## src/rtl/uart_tx.sv

```systemverilog
// 8N1 UART transmitter fed by a byte FIFO; pops the next byte straight out of
// STOP so queued frames go out back-to-back with no idle gap.
module uart_tx #(
    parameter int CLKS_PER_BIT = 868,
    parameter int FIFO_DEPTH   = 16
) (
    input  logic                          clk,
    input  logic                          n_reset,
    input  logic                          wr_en,
    input  logic [7:0]                    wr_data,
    output logic                          full,
    output logic                          empty,
    output logic [$clog2(FIFO_DEPTH):0]   count,
    output logic                          busy,
    output logic                          txd
);

    localparam int AW = $clog2(FIFO_DEPTH);
    localparam int CW = AW + 1;
    localparam int BW = $clog2(CLKS_PER_BIT);
    localparam logic [BW-1:0] BAUD_LAST = BW'(CLKS_PER_BIT - 1);
    localparam logic [CW-1:0] DEPTH_C   = CW'(FIFO_DEPTH);

    typedef enum logic [1:0] {S_IDLE, S_START, S_DATA, S_STOP} state_t;

    logic [7:0]    r_mem [FIFO_DEPTH];
    logic [AW-1:0] r_wptr, r_rptr;
    logic [CW-1:0] r_count;
    logic          r_full, r_empty;

    state_t        r_state, w_state_nxt;
    logic [BW-1:0] r_baud;
    logic [2:0]    r_bit;
    logic [7:0]    r_shift, w_shift_nxt;
    logic          r_txd, r_busy;

    logic          w_push, w_pop, w_tick;
    logic          w_txd_nxt, w_busy_nxt;
    logic [CW-1:0] w_count_nxt;

    assign full  = r_full;
    assign empty = r_empty;
    assign count = r_count;
    assign busy  = r_busy;
    assign txd   = r_txd;

    // full is the registered pre-edge flag, so a push while full drops even on a pop edge
    assign w_push      = wr_en & ~r_full;
    assign w_tick      = (r_baud == BAUD_LAST);
    assign w_count_nxt = r_count + CW'(w_push) - CW'(w_pop);

    always_ff @(posedge clk) begin
        if (n_reset && w_push)
            r_mem[r_wptr] <= wr_data;
    end

    always_ff @(posedge clk) begin
        if (!n_reset) begin
            r_wptr  <= '0;
            r_rptr  <= '0;
            r_count <= '0;
            r_full  <= 1'b0;
            r_empty <= 1'b1;
        end else begin
            if (w_push) r_wptr <= r_wptr + AW'(1);
            if (w_pop)  r_rptr <= r_rptr + AW'(1);
            r_count <= w_count_nxt;
            r_full  <= (w_count_nxt == DEPTH_C);
            r_empty <= (w_count_nxt == '0);
        end
    end

    always_ff @(posedge clk) begin
        if (!n_reset) r_state <= S_IDLE;
        else          r_state <= w_state_nxt;
    end

    always_comb begin
        w_state_nxt = r_state;
        w_pop       = 1'b0;
        case (r_state)
            S_IDLE: begin
                if (!r_empty) begin
                    w_state_nxt = S_START;
                    w_pop       = 1'b1;
                end
            end
            S_START: if (w_tick) w_state_nxt = S_DATA;
            S_DATA:  if (w_tick && r_bit == 3'd7) w_state_nxt = S_STOP;
            S_STOP: begin
                if (w_tick) begin
                    if (!r_empty) begin
                        w_state_nxt = S_START;
                        w_pop       = 1'b1;
                    end else begin
                        w_state_nxt = S_IDLE;
                    end
                end
            end
            default: w_state_nxt = S_IDLE;
        endcase
    end

    always_comb begin
        w_shift_nxt = r_shift;
        if (w_pop)
            w_shift_nxt = r_mem[r_rptr];
        else if (r_state == S_DATA && w_tick)
            w_shift_nxt = {1'b0, r_shift[7:1]};
    end

    // txd/busy are registered from the next state so the pin moves on the transition edge
    always_comb begin
        w_busy_nxt = (w_state_nxt != S_IDLE);
        case (w_state_nxt)
            S_START: w_txd_nxt = 1'b0;
            S_DATA:  w_txd_nxt = w_shift_nxt[0];
            default: w_txd_nxt = 1'b1;
        endcase
    end

    always_ff @(posedge clk) begin
        if (!n_reset) begin
            r_baud  <= '0;
            r_bit   <= '0;
            r_shift <= '0;
            r_txd   <= 1'b1;
            r_busy  <= 1'b0;
        end else begin
            r_baud  <= (r_state == S_IDLE || w_tick) ? '0 : r_baud + BW'(1);
            if (r_state != S_DATA)
                r_bit <= '0;
            else if (w_tick)
                r_bit <= r_bit + 3'd1;
            r_shift <= w_shift_nxt;
            r_txd   <= w_txd_nxt;
            r_busy  <= w_busy_nxt;
        end
    end

endmodule

```

## config.mk

```make
export PLATFORM = sky130hd
export DESIGN_NAME = uart_tx
export DESIGN_NICKNAME = d
export VERILOG_FILES = /design/src/rtl/uart_tx.sv
export SDC_FILE = /design/constraint.sdc
export NUM_CORES = 1
export LEC_CHECK = 0
export ABC_AREA = 0
export CORE_MARGIN = 4
export CORE_UTILIZATION = 61
export DETAILED_ROUTE_END_ITERATION = 6
export GPL_TIMING_DRIVEN = 0
export HOLD_SLACK_MARGIN = 0.1
export PLACE_DENSITY = 0.79
export SLEW_MARGIN = 20
export SYNTH_ARGS = -nofsm -noshare
export SYNTH_HDL_FRONTEND = slang
export SYNTH_SLANG_ARGS = --single-unit
```

## constraint.sdc

```tcl
create_clock -name clk -period 4.19 [get_ports clk]
set_input_delay 0.838 -clock clk [delete_from_list [all_inputs] [get_ports clk]]
set_output_delay 0.838 -clock clk [all_outputs]
set_load 0.02 [all_outputs]
```

==> results of run 1 <==
-- worst max-delay path: cells and delay by family (launching register included) --
family | cells | cell delay (ns)
buf+inv | 3 | 0.44
fa+ha+maj | 3 | 0.83
compound gates | 2 | 0.35
xor+xnor | 1 | 0.15
simple gates | 5 | 1.56
flops | 1 | 0.37
-- registers in the layout (all words and copies together), names as in the netlist, named ones only --
| register | count |
|---|---|
| r_mem | 128 |
| r_baud | 10 |
| r_shift | 8 |
| count | 5 |
| r_rptr | 4 |
| r_wptr | 4 |
| r_bit | 3 |
| r_state | 2 |
| busy | 1 |
| empty | 1 |
| full | 1 |
| txd | 1 |
-- worst paths after layout --
check | to | slack, ns | depth (start not counted)
hold reg to reg | r_baud[0] | 0.46 | 1
setup / recovery | empty | 0.41 | 14
hold / removal | r_baud[0] | 0.46 | 1
setup reg to reg | empty | 0.41 | 14
-- power groups by stage --
| stage | Combinational (W) | Clock, W | Sequential [W] |
|---|---|---|---|
| global placement | 0.00109 | 0 | 0.00203 |
| finish | 0.00113 | 0.00149 | 0.00200 |
| global route | 0.00124 | 0.00159 | 0.00201 |
| CTS | 0.00114 | 0.00150 | 0.00200 |
| floorplan | 0.000803 | 0 | 0.00206 |
| detailed placement | 0.00112 | 0 | 0.00204 |
-- through the flow --
step / instance area [µm²] / power, W / setup WS, ns / hold slack [ns] / instances
CTS: 7970 / 0.00465 / 0.411 / 0.465 / 629
detailed placement: 7410 / 0.00316 / 0.449 / 0.451 / 598
global placement: 7390 / 0.00312 / 0.478 / 0.441 / 598
floorplan: 7020 / 0.00286 / 0.822 / 0.426 / 439
global route: 7970 / 0.00484 / 0.188 / 0.504 / 629
finish: 7970 / 0.00463 / 0.415 / 0.459 / 629
-- final cells by class --
class / instances / area [µm²]
sequential: 172 / 4720
clock buffer: 20 / 437
multi-input combinational: 233 / 2160
fill: 694 / 3060
tap: 140 / 175
buffer: 22 / 113
clock inverter: 11 / 121
inverter: 12 / 45.0
timing repair buffer: 19 / 190
-- cell usage after synthesis (2+ instances only) --
| library cell | count | area, µm² |
|---|---|---|
| clkbuf_1 | 11 | 41.3 |
| dfxtp_1 | 44 | 881 |
| ha_1 | 17 | 213 |
| nand3_1 | 11 | 55.1 |
| or3_1 | 2 | 12.5 |
| o21a_1 | 2 | 15.0 |
| a211oi_1 | 6 | 45.0 |
| a311oi_1 | 2 | 17.5 |
| mux2i_1 | 13 | 130 |
| mux2_2 | 7 | 78.8 |
| buf_2 | 6 | 30.0 |
| nand2b_1 | 3 | 18.8 |
| nand4_1 | 4 | 25.0 |
| nor3_1 | 6 | 30.0 |
| edfxtp_1 | 128 | 3840 |
| mux4_2 | 33 | 743 |
| buf_4 | 2 | 15.0 |
| a211o_1 | 6 | 52.6 |
| nor2b_1 | 8 | 50.1 |
| buf_6 | 2 | 22.5 |
| and2_1 | 5 | 31.3 |
| xnor2_1 | 6 | 52.6 |
| nand2_1 | 14 | 52.6 |
| xor2_1 | 13 | 114 |
| o21ai_0 | 2 | 10.0 |
| nor2_1 | 42 | 158 |
| inv_1 | 11 | 41.3 |
| a21oi_1 | 11 | 55.1 |
| a31oi_1 | 2 | 12.5 |
| and3_1 | 3 | 18.8 |
-- layer usage --
layer,up-vias,track usage [%],wire (µm)
met2,136,34.0,6330
met4,0,11.4,502
met3,41,5.00,647
li1,1745,-,-
met5,-,0,0
met1,1926,28.7,5590
-- cells by family after synthesis --
logic type      Yosys count  synth area share [%]
compound gates           37                  3.78
mux                      53                  13.6
fa+ha+maj                18                  3.31
simple gates            106                  7.48
flops                   172                  67.3
xor+xnor                 19                  2.37
buf+inv                  34                  2.24
==> summary.md, run 1 <==
The H-tree depth was 4; the number of nets in the synthesized netlist was 468. In this run the power density over the cells is 581 nW/µm². Measured along the y axis, the die boundary spans 115 µm. Across all layers, the routed design uses 3,848 vias.

Using the TritonRoute via totals, the vias-per-cell ratio works out to 6.12. Clock-pin slew was measured on the worst setup and hold paths at 0.06 ns. After detailed routing, the average wire length per cell comes to 20.8 µm.

Async set-or-reset flop fraction in the synthesized netlist: 0%. After floorplanning, the core was sized to cover 11,000 µm². The HPWL after detailed placement is 8.54 mm. The biggest cell delay along the critical path was 0.65 ns.

The shortest clock period the worst path allows after layout was 3.78 ns. The logs give 0.00125 W for the switching power of the nets and 0 for the number of remaining DRC errors. The tools report the number of warnings reported in the yosys synthesis log as 0. STA classifies the critical path startpoint as a register. For the max-capacitance violation count, the log shows 0. The number of diodes came out at 0. Registers are responsible for 43.2% of the overall power.

The number of optimization iterations in the first detailed-route pass is 5. The tools report the via count of the first global-routing pass as 3,905. Setup repair after global routing left no endpoint under its margin. Of the total power, the share spent switching nets is 27.1%. For the net count of the finished layout, the log shows 506. Adding up every negative setup slack in the final design gives 0 ns. In this run the critical register-to-register path is launched from r_baud[0]. The number of clock buffers added by TritonCTS is 17.

The number of buffers on the longest clock path is 2, and the share of the clock period used by the worst path after layout is 90.1%. The maximum clock skew at final layout was 0.00757 ns; the average instance area after synthesis was 16.0 µm². Startpoint of the lowest-slack hold path: r_baud[0].

During I/O placement, the number of pins put on the boundary was 20. Summing the sequential cell areas from Yosys gives 67.3% of the chip area. In this run the post-CTS setup repair buffer count came out at 0. For the gate count of the mapped netlist, the log shows 439. The first element of the critical path was r_baud[0].

Most used flip-flop cell after synthesis: edfxtp_1. In the layout the commonest cells are edfxtp_1 (128), dfxtp_1 (44), nor2_1 (42), mux4_2 (33), clkdlybuf4s50_1 (19). Pin count of the biggest net entering global routing: 17. The die boundary width was 115 µm. The cell area that synthesis handed to floorplanning was 7020 µm². Combinational logic is responsible for 24.5% of the overall power. The number of synthesized flops with an enable pin works out to 128. TritonCTS built the clock tree. The total routed wirelength is 13.1 mm, and the number of pins exceeding their max-slew limit in the final report is 0. The design internal power came out at 0.00338 W. The critical path goes through ha_1, nor4bb_1, buf_2, a41oi_2, or3_4, buf_6, or2_1, nand2_1, ha_1, inv_1, fa_1, xnor2_1, or4b_2, o21ai_0. The type of the worst min-delay path was reg -> reg. The global-route wire length before repair is 21.1 mm, and the number of clock sinks seen by CTS is 172. Highest ir drop seen on vdd: 0.450 mV. In this run, synthesis produced a sequential element count of 172. Count of final hold-check violations: 0. The post-route netlist has 17.8% of its cells at a drive strength greater than 1.

The growth of design area from synthesis to finish came out at 13.4%. Post-layout utilization of the core: 72.2%. Worst max-slew margin expressed relative to the limit: 33.4%. The run gives 4.12 ns as the arrival time of data at the critical path endpoint.

The clock reaches the later pin of the worst-skew pair after 0.42 ns. The run gives 21.7% as the global-route usage over all layers. The most frequent standard cell in the layout excluding fill and tap cells was edfxtp_1.

Per report_power, the clock group accounts for 32.3% of the total. The floorplan die area was 13,300 µm². The row count is 38. Count of different cell masters after synthesis: 47. The number of antenna violations at the first check in global routing came out at 0.

The cell that appears most often on the critical path is ha_1. Hold repair after CTS inserted 0 buffers. The analysis attributes to cell leakage a power of 2.67 nW. The tools report the overall overflow remaining after global route as 0. The largest individual stage delay along the critical path comes from the cell or4b_2. Count of buffers inserted at the top-level ports: 19. The run finished with clean final reports. For the worst setup path, the data required time is 4.53 ns.

The path type of the worst setup path was reg -> reg. Once the clock tree was built, the resizer swapped 0 gates to a different size. The clock tree root driver cell was clkbuf_16. The maximum clock frequency is 265 MHz. For the pin with the worst max-slew slack, the measured transition is 0.995 ns. In this run the remaining antenna-violating nets after routing total 0.

Setup violations remaining at the end of the flow were counted as 0. Routability-driven placement finished with a final weighted congestion of 0.845. The kind of end point of the critical path is a register. The violation count after the first detailed-route iteration came out at 375. The highest fanout seen on the critical path is 10, and the initial core utilization is 63.7%.
(Power assumes the default switching activity.)
==> inputs of run 2 (changes only) <==
Clock period 4.19 ns to 4.3 ns, I/O delays scaled along.
==> results of run 2 <==
The final DEF is identical to that of run 1. Status: complete, no violations.
Main changes from that run: setup slack after placement 0.449 ns -> 0.559 ns; setup slack after layout 0.415 ns -> 0.525 ns; register-to-register setup slack 0.41 ns -> 0.52 ns; total power 0.00463 W -> 0.00451 W; worst IR drop on VDD 0.450 mV -> 0.439 mV
==> inputs of run 3 (changes only) <==
Settings changed: SLEW_MARGIN 20 to not set.
==> summary.md, run 3 (synthesis results as in run 1) <==
The violation count after the first detailed-route iteration came out at 479 (+28%). The run gives 2 (unchanged) as the number of buffers on the longest clock path. Path type of the worst setup path: reg -> reg.

For the pin count of the biggest net entering global routing, the log shows 17 (unchanged). The highest fanout seen on the critical path came out at 10 (unchanged). The run gives 7 (+2) as the number of optimization iterations in the first detailed-route pass. The tools report the total number of vias as 3,851 (+0.078%). The tools report the smallest hold slack as 0.459 ns (-0.0000240 ns). In the final layout, the registers with the most flip-flops are r_mem: 128 flops, r_baud: 10 flops, r_shift: 8 flops. The arrival time of data at the critical path endpoint was 4.13 ns (about the same); the shortest clock period the worst path allows after layout was 3.78 ns. For the design internal power, the log shows 0.00336 W. The sequential cell fraction of total power was 42.1% (-1.1 points). The run gives 0 (unchanged) as the setup fix buffers added after clock tree synthesis. The run gives 0 (unchanged) as the count of antenna-violating nets left after detailed routing. The latest clock arrival within the worst-skew pair is 0.43 ns (about the same), and the worst max-slew margin expressed relative to the limit is 3.69% (-30 points). The overall overflow remaining after global route is 0 (unchanged), and the hold buffer count at cts is 0 (unchanged). The tools report the floorplan core area as 11,000 µm² (unchanged).

Power per standard cell area: 578 nW/µm². For the row count, the log shows 38 (unchanged). For the total routed wirelength, the log shows 13.0 mm (-0.19%). The global-route usage over all layers is 21.5% (-0.23 points).

The die boundary width works out to 115 µm (unchanged). Setup repair after global routing left no endpoint under its margin. The routed wire length per instance is 20.7 µm (-0.35%). In this run the power spent charging and discharging nets is 0.00126 W. The number of flip-flops under the largest register name was 128 (unchanged); the maximum clock frequency was 265 MHz (about the same). STA classifies the critical path startpoint as a register.

Number of buffers inserted during clock tree synthesis: 17 (unchanged). The half-perimeter wire length after detailed placement is 8.50 mm (-0.44%). The number of antenna violations at the first check in global routing was 0 (unchanged); the share of the clock period used by the worst path after layout was 87.8%. The run gives 0 ns (unchanged) as the post-route setup TNS. The run gives 4.65 ns as the data required time of the worst path.

Timing analysis after detailed placement gives a worst setup slack of 0.546 ns. The maximum clock skew at final layout was 0.00955 ns (+0.00197 ns). The tools report the number of clock sinks seen by CTS as 172 (unchanged). Register with the most flip-flops: r_mem. The leakage power of the design is 2.69 nW (+0.62%). The initial core utilization was 63.7% (unchanged); the number of pins exceeding their max-slew limit in the final report was 0 (unchanged).

The actual transition at the worst max-transition pin came out at 1.43 ns (+0.438 ns). The via count of the first global-routing pass is 3,806 (-2.5%). Clock tree root driver cell: clkbuf_16.

The count of buffers inserted at the top-level ports is 19 (unchanged), and the floorplan die area is 13,300 µm² (unchanged). The tools report the H-tree depth as 4 (unchanged). The tools report the number of cells upsized or downsized after cts as 0 (unchanged).

For the global-route wire length before repair, the log shows 20.6 mm (-2.2%). The worst-case IR drop observed on VDD is 0.476 mV. For the number of diodes, the log shows 0 (unchanged). The worst setup path is captured at a register. The max-capacitance violation count was 0 (unchanged); the switching fraction of total power was 27.3%. The final setup violation count was 0 (unchanged). The tools report the combinational share of power as 23.8% (-0.7 points). The tools report the count of final hold-check violations as 0 (unchanged).

TritonCTS built the clock tree. The clock transition at the registers of the reported paths was 0.06 ns (about the same). Leaving out fill and tap cells, the most frequent cell in the layout is edfxtp_1.

The net count of the finished layout was 506 (unchanged); the clock group share of total power was 34.1% (+1.8 points). The number of placed I/O pins was 20 (unchanged). The type of the worst min-delay path is reg -> reg.

In the layout the commonest cells are edfxtp_1 (128), dfxtp_1 (44), nor2_1 (42), mux4_2 (33), clkdlybuf4s50_1 (19). The growth of design area from synthesis to finish was 14.1%. The tools report the routability congestion estimate as 0.845 (unchanged). For the setup slack after layout, the log shows 0.524 ns. The number of remaining DRC errors is 0 (unchanged).

The flow ran to the end, and the final reports show no timing, DRC or antenna violations. The number of vias per cell after detailed routing works out to 6.11 (about the same). The fraction of layout instances using a drive strength above 1 is 18.4% (+0.58 points).

The vertical die dimension came out at 115 µm (unchanged).
[run 3: changes by cell type in the layout (fill, tap and decap cells not counted)]
| cell | before | now |
|---|---|---|
| clkbuf_1 | 14 | 11 |
| inv_6 | 1 | 3 |
| inv_8 | 0 | 2 |
| nor3_1 | 2 | 4 |
| nor3_2 | 4 | 2 |
| bufinv_16 | 2 | 3 |
| clkinv_1 | 2 | 1 |
| clkinv_4 | 4 | 3 |
| clkinvlp_4 | 0 | 1 |
[run 3: power groups by stage]
stage | sequential [W] | clock [W] | combinational [W]
after floorplan | 0.00201 | 0 | 0.000783
after global placement | 0.00198 | 0 | 0.00107
after detailed placement | 0.00198 | 0 | 0.00109
after CTS | 0.00195 | 0.00160 | 0.00111
after global routing | 0.00196 | 0.00167 | 0.00120
final | 0.00195 | 0.00158 | 0.00110
[run 3: per-stage QoR]
stage | utilization, % | cells | total power (W) | area, µm²
after floorplan | - | 439 | 0.00279 | 7020
after global placement | 67.0 | 598 | 0.00304 | 7390
after detailed placement | 67.0 | 598 | 0.00308 | 7390
after CTS | 72.5 | 630 | 0.00466 | 8000
after global routing | 72.6 | 630 | 0.00483 | 8010
final | 72.6 | 630 | 0.00463 | 8010
[run 3: layer usage]
metal	GRT usage [%]	wire length, µm	part of all wire [%]
met1	28.1	5470	42
met2	34.3	6460	50
met3	5.58	742	5.7
met4	9.70	371	2.8
met5	0	0	0
[run 3: worst max-delay path, cell delays in order (launching register included)]
cell and delay, ns:
dfxtp_1 0.37, ha_1 0.27, nor4bb_1 0.22, buf_2 0.22
a41oi_2 0.16, or3_4 0.37, buf_6 0.16, or2_1 0.24
nand2_1 0.07, ha_1 0.16, inv_1 0.06, fa_1 0.43
xnor2_1 0.16, or4b_2 0.64, o21ai_0 0.17
[run 3: final timing paths]
path | cells past startpoint | end | startpoint | slack [ns]
min | 1 | r_baud[0] | r_baud[0] | 0.46
min reg2reg | 1 | r_baud[0] | r_baud[0] | 0.46
max | 14 | empty | r_baud[0] | 0.52
max reg2reg | 14 | empty | r_baud[0] | 0.52
[run 3: final cells by class]
cell class | instances | area (µm²)
multi-input combinational | 233 | 2150
tap | 140 | 175
clock inverter | 15 | 186
clock buffer | 17 | 425
timing repair buffer | 19 | 190
fill | 682 | 3020
inverter | 12 | 45.0
buffer | 22 | 113
sequential | 172 | 4720
